<file path="src/rtl/dm_sba_regs_pkg.sv">
// Shared types for the debug-module system bus access register block:
// sbcs layout, DMI register addresses and DMI operation encoding.
package dm;

  localparam int unsigned DmiAddrW = 7;
  localparam int unsigned DataW    = 32;

  localparam logic [DmiAddrW-1:0] SBCS       = 7'h38;
  localparam logic [DmiAddrW-1:0] SBAddress0 = 7'h39;
  localparam logic [DmiAddrW-1:0] SBData0    = 7'h3C;

  localparam logic [2:0] SbVersion     = 3'd1;
  localparam logic [6:0] SbASize       = 7'd32;
  localparam logic [2:0] SbAccessReset = 3'd2;

  typedef enum logic [1:0] {
    DTM_NOP   = 2'h0,
    DTM_READ  = 2'h1,
    DTM_WRITE = 2'h2
  } dtm_op_e;

  typedef struct packed {
    logic [2:0] sbversion;
    logic [5:0] zero0;
    logic       sbbusyerror;
    logic       sbbusy;
    logic       sbreadonaddr;
    logic [2:0] sbaccess;
    logic       sbautoincrement;
    logic       sbreadondata;
    logic [2:0] sberror;
    logic [6:0] sbasize;
    logic       sbaccess128;
    logic       sbaccess64;
    logic       sbaccess32;
    logic       sbaccess16;
    logic       sbaccess8;
  } sbcs_t;

endpackage

</file>
<file path="src/rtl/dm_sba_regs.sv">
// DMI-facing SBA registers (sbcs, sbaddress0, sbdata0) with bus-access triggers.
// Optional macro DM_SBA_AUTOINCR_EN enables sbcs.sbautoincrement and address reload.
module dm_sba_regs
  import dm::*;
(
  input  logic                clk_i,
  input  logic                rst_ni,
  input  logic                dmactive_i,
  input  logic                dmi_req_valid_i,
  output logic                dmi_req_ready_o,
  input  logic [DmiAddrW-1:0] dmi_req_addr_i,
  input  logic [1:0]          dmi_req_op_i,
  input  logic [DataW-1:0]    dmi_req_data_i,
  output logic                dmi_resp_valid_o,
  input  logic                dmi_resp_ready_i,
  output logic [DataW-1:0]    dmi_resp_data_o,
  output logic [DataW-1:0]    sbaddress_o,
  output logic                sbaddress_write_valid_o,
  output logic                sbreadonaddr_o,
  output logic                sbautoincrement_o,
  output logic [2:0]          sbaccess_o,
  output logic                sbreadondata_o,
  output logic [DataW-1:0]    sbdata_o,
  output logic                sbdata_read_valid_o,
  output logic                sbdata_write_valid_o,
  input  logic [DataW-1:0]    sbaddress_i,
  input  logic [DataW-1:0]    sbdata_i,
  input  logic                sbdata_valid_i,
  input  logic                sbbusy_i,
  input  logic                sberror_valid_i,
  input  logic [2:0]          sberror_i
);

`ifdef DM_SBA_AUTOINCR_EN
  localparam bit AutoIncrEn = 1'b1;
`else
  localparam bit AutoIncrEn = 1'b0;
`endif

  typedef enum logic {Idle, Resp} dmi_state_e;

  dmi_state_e       state_q;
  logic             req_ready_q, resp_valid_q;
  logic [DataW-1:0] resp_data_q;

  logic             sbbusyerror_q, sbreadonaddr_q, sbautoinc_q, sbreadondata_q;
  logic [2:0]       sbaccess_q, sberror_q;
  logic [DataW-1:0] sbaddress_q, sbdata_q;
  logic             addr_wr_q, rd_trig_q, wr_trig_q, trig_last_q, pend_rd_q;

  logic             accept, is_rd, is_wr, busy, err_blk;
  logic [DataW-1:0] rdata;
  logic             set_busyerr, sbcs_wr, addr_load, data_load;
  logic             addr_pulse, rd_pulse, wr_pulse;
  sbcs_t            sbcs_rd, sbcs_wdata;

  assign accept     = dmi_req_valid_i && req_ready_q;
  assign is_rd      = accept && (dmi_req_op_i == DTM_READ);
  assign is_wr      = accept && (dmi_req_op_i == DTM_WRITE);
  // A trigger issued last cycle counts as busy until the SBA control raises sbbusy_i.
  assign busy       = sbbusy_i || trig_last_q;
  assign err_blk    = sbbusyerror_q || (sberror_q != 3'd0);
  assign sbcs_wdata = sbcs_t'(dmi_req_data_i);

  always_comb begin : sbcs_readback
    sbcs_rd                 = '0;
    sbcs_rd.sbversion       = SbVersion;
    sbcs_rd.sbbusyerror     = sbbusyerror_q;
    sbcs_rd.sbbusy          = busy;
    sbcs_rd.sbreadonaddr    = sbreadonaddr_q;
    sbcs_rd.sbaccess        = sbaccess_q;
    sbcs_rd.sbautoincrement = sbautoinc_q;
    sbcs_rd.sbreadondata    = sbreadondata_q;
    sbcs_rd.sberror         = sberror_q;
    sbcs_rd.sbasize         = SbASize;
    sbcs_rd.sbaccess32      = 1'b1;
    sbcs_rd.sbaccess16      = 1'b1;
    sbcs_rd.sbaccess8       = 1'b1;
  end

  // Decode of the accepted DMI request into read data, register updates and triggers.
  always_comb begin : req_decode
    rdata       = '0;
    set_busyerr = 1'b0;
    sbcs_wr     = 1'b0;
    addr_load   = 1'b0;
    data_load   = 1'b0;
    addr_pulse  = 1'b0;
    rd_pulse    = 1'b0;
    wr_pulse    = 1'b0;
    if (is_rd) begin
      unique case (dmi_req_addr_i)
        SBCS:       rdata = sbcs_rd;
        SBAddress0: rdata = sbaddress_q;
        SBData0: begin
          rdata = sbdata_q;
          if (busy)                             set_busyerr = 1'b1;
          else if (sbreadondata_q && !err_blk)  rd_pulse    = 1'b1;
        end
        default:    rdata = '0;
      endcase
    end else if (is_wr) begin
      unique case (dmi_req_addr_i)
        SBCS:       sbcs_wr = 1'b1;
        SBAddress0: begin
          if (busy) begin
            set_busyerr = 1'b1;
          end else begin
            addr_load  = 1'b1;
            addr_pulse = 1'b1;
            rd_pulse   = sbreadonaddr_q && !err_blk;
          end
        end
        SBData0: begin
          if (busy) begin
            set_busyerr = 1'b1;
          end else if (!err_blk) begin
            data_load = 1'b1;
            wr_pulse  = 1'b1;
          end
        end
        default: ;
      endcase
    end
  end

  // DMI handshake: one outstanding request, response one cycle after accept.
  always_ff @(posedge clk_i or negedge rst_ni) begin : dmi_fsm
    if (!rst_ni) begin
      state_q      <= Idle;
      req_ready_q  <= 1'b0;
      resp_valid_q <= 1'b0;
      resp_data_q  <= '0;
    end else begin
      unique case (state_q)
        Idle: begin
          req_ready_q <= 1'b1;
          if (accept) begin
            state_q      <= Resp;
            req_ready_q  <= 1'b0;
            resp_valid_q <= 1'b1;
            resp_data_q  <= rdata;
          end
        end
        Resp: begin
          if (dmi_resp_ready_i) begin
            state_q      <= Idle;
            req_ready_q  <= 1'b1;
            resp_valid_q <= 1'b0;
            resp_data_q  <= '0;
          end
        end
        default: state_q <= Idle;
      endcase
    end
  end

  always_ff @(posedge clk_i or negedge rst_ni) begin : sba_regs
    if (!rst_ni) begin
      sbbusyerror_q  <= 1'b0;
      sbreadonaddr_q <= 1'b0;
      sbautoinc_q    <= 1'b0;
      sbreadondata_q <= 1'b0;
      sbaccess_q     <= SbAccessReset;
      sberror_q      <= 3'd0;
      sbaddress_q    <= '0;
      sbdata_q       <= '0;
      addr_wr_q      <= 1'b0;
      rd_trig_q      <= 1'b0;
      wr_trig_q      <= 1'b0;
      trig_last_q    <= 1'b0;
      pend_rd_q      <= 1'b0;
    end else if (!dmactive_i) begin
      sbbusyerror_q  <= 1'b0;
      sbreadonaddr_q <= 1'b0;
      sbautoinc_q    <= 1'b0;
      sbreadondata_q <= 1'b0;
      sbaccess_q     <= SbAccessReset;
      sberror_q      <= 3'd0;
      sbaddress_q    <= '0;
      sbdata_q       <= '0;
      addr_wr_q      <= 1'b0;
      rd_trig_q      <= 1'b0;
      wr_trig_q      <= 1'b0;
      trig_last_q    <= 1'b0;
      pend_rd_q      <= 1'b0;
    end else begin
      addr_wr_q   <= addr_pulse;
      rd_trig_q   <= rd_pulse;
      wr_trig_q   <= wr_pulse;
      trig_last_q <= rd_trig_q || wr_trig_q;

      sbbusyerror_q <= (sbbusyerror_q && !(sbcs_wr && sbcs_wdata.sbbusyerror)) || set_busyerr;
      if (sbcs_wr) begin
        sbreadonaddr_q <= sbcs_wdata.sbreadonaddr;
        sbautoinc_q    <= AutoIncrEn && sbcs_wdata.sbautoincrement;
        sbreadondata_q <= sbcs_wdata.sbreadondata;
        sbaccess_q     <= sbcs_wdata.sbaccess;
      end

      // A newly reported error overrides a same-cycle write-1-to-clear.
      if (sberror_valid_i) begin
        if (sberror_q == 3'd0) sberror_q <= sberror_i;
      end else if (sbcs_wr) begin
        sberror_q <= sberror_q & ~sbcs_wdata.sberror;
      end

      if (sbdata_valid_i && AutoIncrEn) sbaddress_q <= sbaddress_i;
      if (addr_load)                    sbaddress_q <= dmi_req_data_i;

      if (sbdata_valid_i && pend_rd_q) sbdata_q <= sbdata_i;
      if (data_load)                   sbdata_q <= dmi_req_data_i;

      if (rd_pulse)            pend_rd_q <= 1'b1;
      else if (sbdata_valid_i) pend_rd_q <= 1'b0;
    end
  end

  assign dmi_req_ready_o         = req_ready_q;
  assign dmi_resp_valid_o        = resp_valid_q;
  assign dmi_resp_data_o         = resp_data_q;
  assign sbaddress_o             = sbaddress_q;
  assign sbaddress_write_valid_o = addr_wr_q;
  assign sbreadonaddr_o          = sbreadonaddr_q;
  assign sbautoincrement_o       = sbautoinc_q;
  assign sbaccess_o              = sbaccess_q;
  assign sbreadondata_o          = sbreadondata_q;
  assign sbdata_o                = sbdata_q;
  assign sbdata_read_valid_o     = rd_trig_q;
  assign sbdata_write_valid_o    = wr_trig_q;

endmodule

</file>
<file path="config.mk">
export PLATFORM = sky130hd
export DESIGN_NAME = dm_sba_regs
export DESIGN_NICKNAME = d
export VERILOG_FILES = /design/src/rtl/dm_sba_regs_pkg.sv /design/src/rtl/dm_sba_regs.sv
export SDC_FILE = /design/constraint.sdc
export NUM_CORES = 1
export LEC_CHECK = 0
export CAP_MARGIN = 10
export CORE_UTILIZATION = 43
export CTS_CLUSTER_SIZE = 16
export DETAILED_ROUTE_END_ITERATION = 16
export GPL_ROUTABILITY_DRIVEN = 0
export PLACE_DENSITY = 0.81
export SETUP_SLACK_MARGIN = 0.02
export SLEW_MARGIN = 0
export SYNTH_ARGS = -nofsm -noshare
export SYNTH_HDL_FRONTEND = slang
export SYNTH_SLANG_ARGS = --single-unit
</file>
<file path="constraint.sdc">
create_clock -name clk_i -period 2.1 [get_ports clk_i]
set_clock_uncertainty 0.2 [all_clocks]
set_input_delay 0.42 -clock clk_i [delete_from_list [all_inputs] [get_ports clk_i]]
set_output_delay 0.42 -clock clk_i [all_outputs]
set_load 0.01 [all_outputs]
</file>
Word level (Yosys, flattened, before mapping)
Index checks and enable logic that the tools add are counted.
Storage, ports and cells
  register bits: 114
  output and inout bits: 107
  input port bits: 116
Operators by class
  mux-type cells: 63
  equal/unequal tests: 13
  reduce and logical (&&, ||, !) cells: 19
  bitwise logic cells: 3
Operator list (number)
  32-bit 2-to-1 mux: 8
  32-bit one-hot mux with 3 select lines: 1
  32-bit one-hot mux with 2 select lines: 1
  1-bit 2-to-1 mux: 44
  7-bit by 6-bit equality test with 1-bit output (second input constant): 3
  3-bit 2-to-1 mux: 6
  3-bit by 1-bit != test with 1-bit output (second input constant): 3
  1-bit logical AND: 8
  1-bit one-hot mux with 2 select lines: 3
  1-bit logical OR: 4
  2-bit by 1-bit != test with 1-bit output (second input constant): 2
  2-bit != test (second input constant): 2
  2-bit AND reduction: 2
  3-bit AND: 1
  3-bit logical NOT: 1
  3-bit by 2-bit != test with 1-bit output (second input constant): 1
  3-bit NOT: 1
  3-bit nonzero test: 1
  2-bit by 1-bit equality test with 1-bit output (second input constant): 1
  2-bit equality test (second input constant): 1
  1-bit logical NOT: 2
  2-bit OR reduction: 1
  1-bit NOT: 1

Depth between registers and ports, before layout
  word-level depth: 10
  mapped depth: 7
  gate-level depth less buffers: 4

Worst setup path before layout
OpenSTA, ideal clock, no wires.
  kind: input -> register
  start: in dmi_req_addr_i[6]
  end: reg resp_data_q[11] (netlist: dmi_resp_data_o[11])
  path slack: 0.161 ns
  stages: 7
  setup time: 0.075 ns
  arrival: 1.664 ns
  data required time: 1.825 ns
  cells stage by stage: and4bb_1 -> nand2_2 -> buf_6 -> a2111o_1 -> buf_6 -> buf_6 -> o2bb2ai_2
Between the ends
  word-level cells in the longest chain between the ends: 5
  elaborated cells between the ends (all ways): 7
RTL lines
  start: declaration: line dm_sba_regs.sv:11  | input logic [DmiAddrW-1:0] dmi_req_addr_i,
  7-bit by 6-bit equality test with 1-bit output: line dm_sba_regs.sv:92  | unique case (dmi_req_addr_i)
  32-bit one-hot mux with 3 select lines (*): line dm_sba_regs.sv:92
  32-bit 2-to-1 mux (*): line dm_sba_regs.sv:91  | if (is_rd) begin
  32-bit 2-to-1 mux (*): line dm_sba_regs.sv:138  | if (accept) begin
  32-bit one-hot mux with 2 select lines (*): line dm_sba_regs.sv:135  | unique case (state_q)
  end signal: assignment: line dm_sba_regs.sv:142  | resp_data_q <= rdata;
  end: declaration: line dm_sba_regs.sv:44  | logic [DataW-1:0] resp_data_q;
Mark *: on every way between the ends. The rest lies on a longest branch, timed or not. The select of a mux whose other input is x is not followed.
A chain may end at the register's enable or synchronous reset.

Final worst setup path
  start: in dmi_req_addr_i[2]
  end: reg sbdata_q[30] (netlist: sbdata_o[30])
Between the ends
  word-level cells in the longest chain between the ends: 6
  elaborated cells between the ends (all ways): 7
RTL lines
  7-bit by 6-bit equality test with 1-bit output (*): line dm_sba_regs.sv:103  | unique case (dmi_req_addr_i)
  1-bit 2-to-1 mux (*): line dm_sba_regs.sv:103
  1-bit 2-to-1 mux (*): line dm_sba_regs.sv:102  | end else if (is_wr) begin
  1-bit 2-to-1 mux (*): line dm_sba_regs.sv:91
  32-bit 2-to-1 mux: line dm_sba_regs.sv:212  | if (data_load) sbdata_q <= dmi_req_data_i;
  32-bit 2-to-1 mux: line dm_sba_regs.sv:173  | end else if (!dmactive_i) begin
  end signal: assignment: line dm_sba_regs.sv:211  | if (sbdata_valid_i && pend_rd_q) sbdata_q <= sbdata_i;
  end signal: assignment: line dm_sba_regs.sv:212
  end: declaration: line dm_sba_regs.sv:48  | logic [DataW-1:0] sbaddress_q, sbdata_q;
Mark *: on every way between the ends. The rest lies on a longest branch, timed or not.

==> reports/metrics.yaml <==
clock_network:
  clockBufferDepth: 2
  clock_sinks: 113
  cts_buffers: 17
  cts_tree: "built"
  clkSlewWorstSetupHoldPaths_ns: 0.05
  clk_latency_ns: 0.40
  clockRootBuffer: "clkbuf_16"
  post-cts-setup-buffers: 0
  htree_num_levels: 4
sta:
  setup_ws_ns: 0.0221
  rsz0062_at_grt: "yes"
  maxSlewViolCount: 0
  fin_setup_tns_ns: 0
  slew_headroom_pct: 22.9
  period_share_pct: 98.9
  finalHoldViolations: 0
  fin_crit_ns: 2.08
  setup_viol: 0
  tightest_slew_ns: 1.15
  fmax_mhz: 481
final_layout:
  final_core_util_pct: 68.3
  area_growth_pct: 53.0
  fin_area_sq_um: 8310
  n_antenna_cell: 0
  finalNonFillerCells: 893
  final_nets: 829
  drive_gt1_share_pct: 13.4
critical_path:
  crit_path_cell_trace: "clkdlybuf4s50_1 -> nor2b_2 -> nand2_1 -> buf_4 -> o41ai_1 -> a21oi_1"
  setup.worst_path.class: "in2reg"
  r2r_cells: 4
  r2r-start: "dmi_req_ready_o"
  cp-start-kind: "input pin"
  path_delay_family: "buffers and inverters"
  cp_slowest_cell: "clkdlybuf4s50_1"
  r2r_end: "dmi_resp_data_o[13]"
  cpPeakStageDelay_ns: 0.58
  end_kind: "register"
  crit_required_ns: 2.16
  worst_ep_arrival_time_ns: 2.14
  cp_num_buf_inv: 2
  ff2ff_setup_slack_ns: 0.11
  cp_max_fo: 17
pwr:
  p_comb_share_pct: 11.0
  p_int_uw: 4370
  switchingPower_uw: 1400
  powerDensity_nw_per_um2: 695
  p_sw_share_pct: 24.3
  pwr-share-seq_pct: 38.7
  ir_drop_mv: 0.555
  pwr-share-clk_pct: 50.3
  leakage_uw: 0.00362
global_routing:
  grt_pass1_wl_um: 28300
  grtUsageTotal_pct: 28.5
  grt_start_max_net_pins: 102
  grt-ovfl-total: 0
  grt_antenna_before_repair: 0
  first_global_vias: 5440
drt:
  via_per_inst: 5.88
  drt_iter0_markers: 546
  drcViolationCount: 0
  vias: 5254
  drt-total-wl_um: 18200
  ant_nets: 0
  firstDrtPassIters: 5
  wl_per_cell_um: 20.4
worst_hold_path:
  min_delay_path_depth: 3
  worstHoldStart: "dmi_req_valid_i"
  worstHoldEndpoint: "state_q"
  hold_class: "in2reg"
die:
  die_area_sq_um: 13100
  initial_core_util_pct: 44.6
  die_h_um: 114
  io_pins: 223
  die_x_um: 114
  core-area_sq_um: 12200
  num_rows: 40
synth:
  synth.avg_cell_area_sq_um: 10.5
  syn-cell-area_sq_um: 5430
  syn_nets: 635
  synthTopCellsByArea: "dfrtp_1 52%, mux2i_1 8.7%, o41ai_1 5.2%, o21ai_0 3.6%, nand2_1 3.5%"
  synth_top_area_cell: "dfrtp_1"
  synth_seq_cells: 113
  yosys-top-cells-count: "112 x dfrtp_1, 51 x nand2_1, 47 x mux2i_1"
  yosysUniqueCellTypes: 43
  yosysSeqAreaShare_pct: 52.1
  yosys_warnings: 0
  async_reset_ff_share_pct: 100
  synth-edff-count: 0
  syn_inst: 519
  yosysMostFrequentCell: "dfrtp_1"
  ys.flop_type: "dfrtp_1"
  synth_top_area_share_pct: 51.6
placement:
  hpwl_um: 12300
  portBuffers: 189
  preCtsSetupSlack_ns: -0.357
  dpl.cell_count: 861
  placed_cell_area_sq_um: 7670
status:
  run_status: "finished, final reports clean"
run:
  maxCapViolCount: 0
worst register-to-register path, stage by stage (launching register included):
cell,delay (ns)
dfrtp_1,0.42
nand2_2,0.10
nor2_2,0.05
a21oi_4,0.86
a22o_1,0.29
cells in the final DEF, fill, tap and decap left out, types with 2 or more instances in the layout:
cell,n
clkdlybuf4s50_1,185
dfrtp_1,111
nand2_1,49
mux2i_1,47
o21ai_0,39
a21oi_1,36
nand3_1,33
buf_4,33
o41ai_1,31
a22oi_1,17
clkbuf_16,17
nor2_1,11
o21ai_1,10
o2bb2ai_2,10
a22o_1,9
o2bb2ai_1,8
inv_1,7
nand2b_1,6
buf_12,6
a32o_1,4
clkinvlp_4,4
nand2_2,3
nor2b_1,3
nor3_1,3
bufinv_16,3
clkinv_2,3
and4bb_2,2
nor2b_2,2
o21bai_1,2
nor4bb_1,2
inv_6,2
routing by layer:
metal	vias up	GRT usage, %	routed length [um]
met3	38	7.94	1680
li1	2332	-	-
met5	-	0	0
met1	2574	35.3	7010
met4	0	13.0	525
met2	310	46.5	8970
flip-flops by register name, indices dropped and copies added, names as in the netlist, 3 cells and up:
register	cells
sberror_q	3
sbdata_o	32
dmi_resp_data_o	32
sbaccess_o	3
sbaddress_o	32
power by group through the flow:
stage	Combinational, uW	Clock, uW	Sequential, uW
6_report	635	2900	2240
3_3_place_gp	604	0	2270
4_1_cts	627	2930	2230
5_1_grt	679	3030	2240
3_5_place_dp	619	0	2270
2_1_floorplan	247	0	2270
worst max path at each step:
stage / startpoint / slack, ns / cells after the start / end
2_1_floorplan: dmi_req_addr_i[6] / 0.16 / 7 / dmi_resp_data_o[11]
3_3_place_gp: dmi_req_valid_i / -0.33 / 5 / dmi_resp_data_o[13]
3_5_place_dp: dmi_req_valid_i / -0.36 / 5 / dmi_resp_data_o[20]
4_1_cts: dmi_req_valid_i / 0.05 / 5 / dmi_resp_data_o[19]
5_1_grt: dmi_req_ready_o / 0.02 / 4 / dmi_resp_data_o[13]
6_report: dmi_req_addr_i[2] / 0.02 / 6 / sbdata_o[30]
stage by stage:
step / total power, uW / hold WS [ns]
final: 5780 / 0.180
after global routing: 5950 / 0.184
after CTS: 5790 / 0.198
after detailed placement: 2890 / 0.0847
after global placement: 2870 / 0.0855
after floorplan: 2510 / -0.0756
cell type report:
type | count | area (sq um)
clock buffer | 18 | 439
tap | 168 | 210
fill | 914 | 3850
timing repair buffer | 227 | 2250
clock inverter | 13 | 161
sequential | 113 | 2830
inverter | 8 | 30.0
multi-input combinational | 346 | 2380
logic make-up after synthesis:
family / after synthesis / synth area share [%]
AOI/OAI and AO/OA: 176 / 23.6
muxes: 47 / 8.67
buffers and inverters: 60 / 4.86
and+or+nand+nor: 122 / 10.7
DFF: 113 / 52.1
other: 1 / 0.0691
what timing repair did:
action,CTS,global route
pin swaps,0,2
setup endpoints to repair,1,23
hold buffers,1,0
hold endpoints to repair,112,0
resized for setup,1,10
No activity file was read; power rests on OpenSTA's default activity.
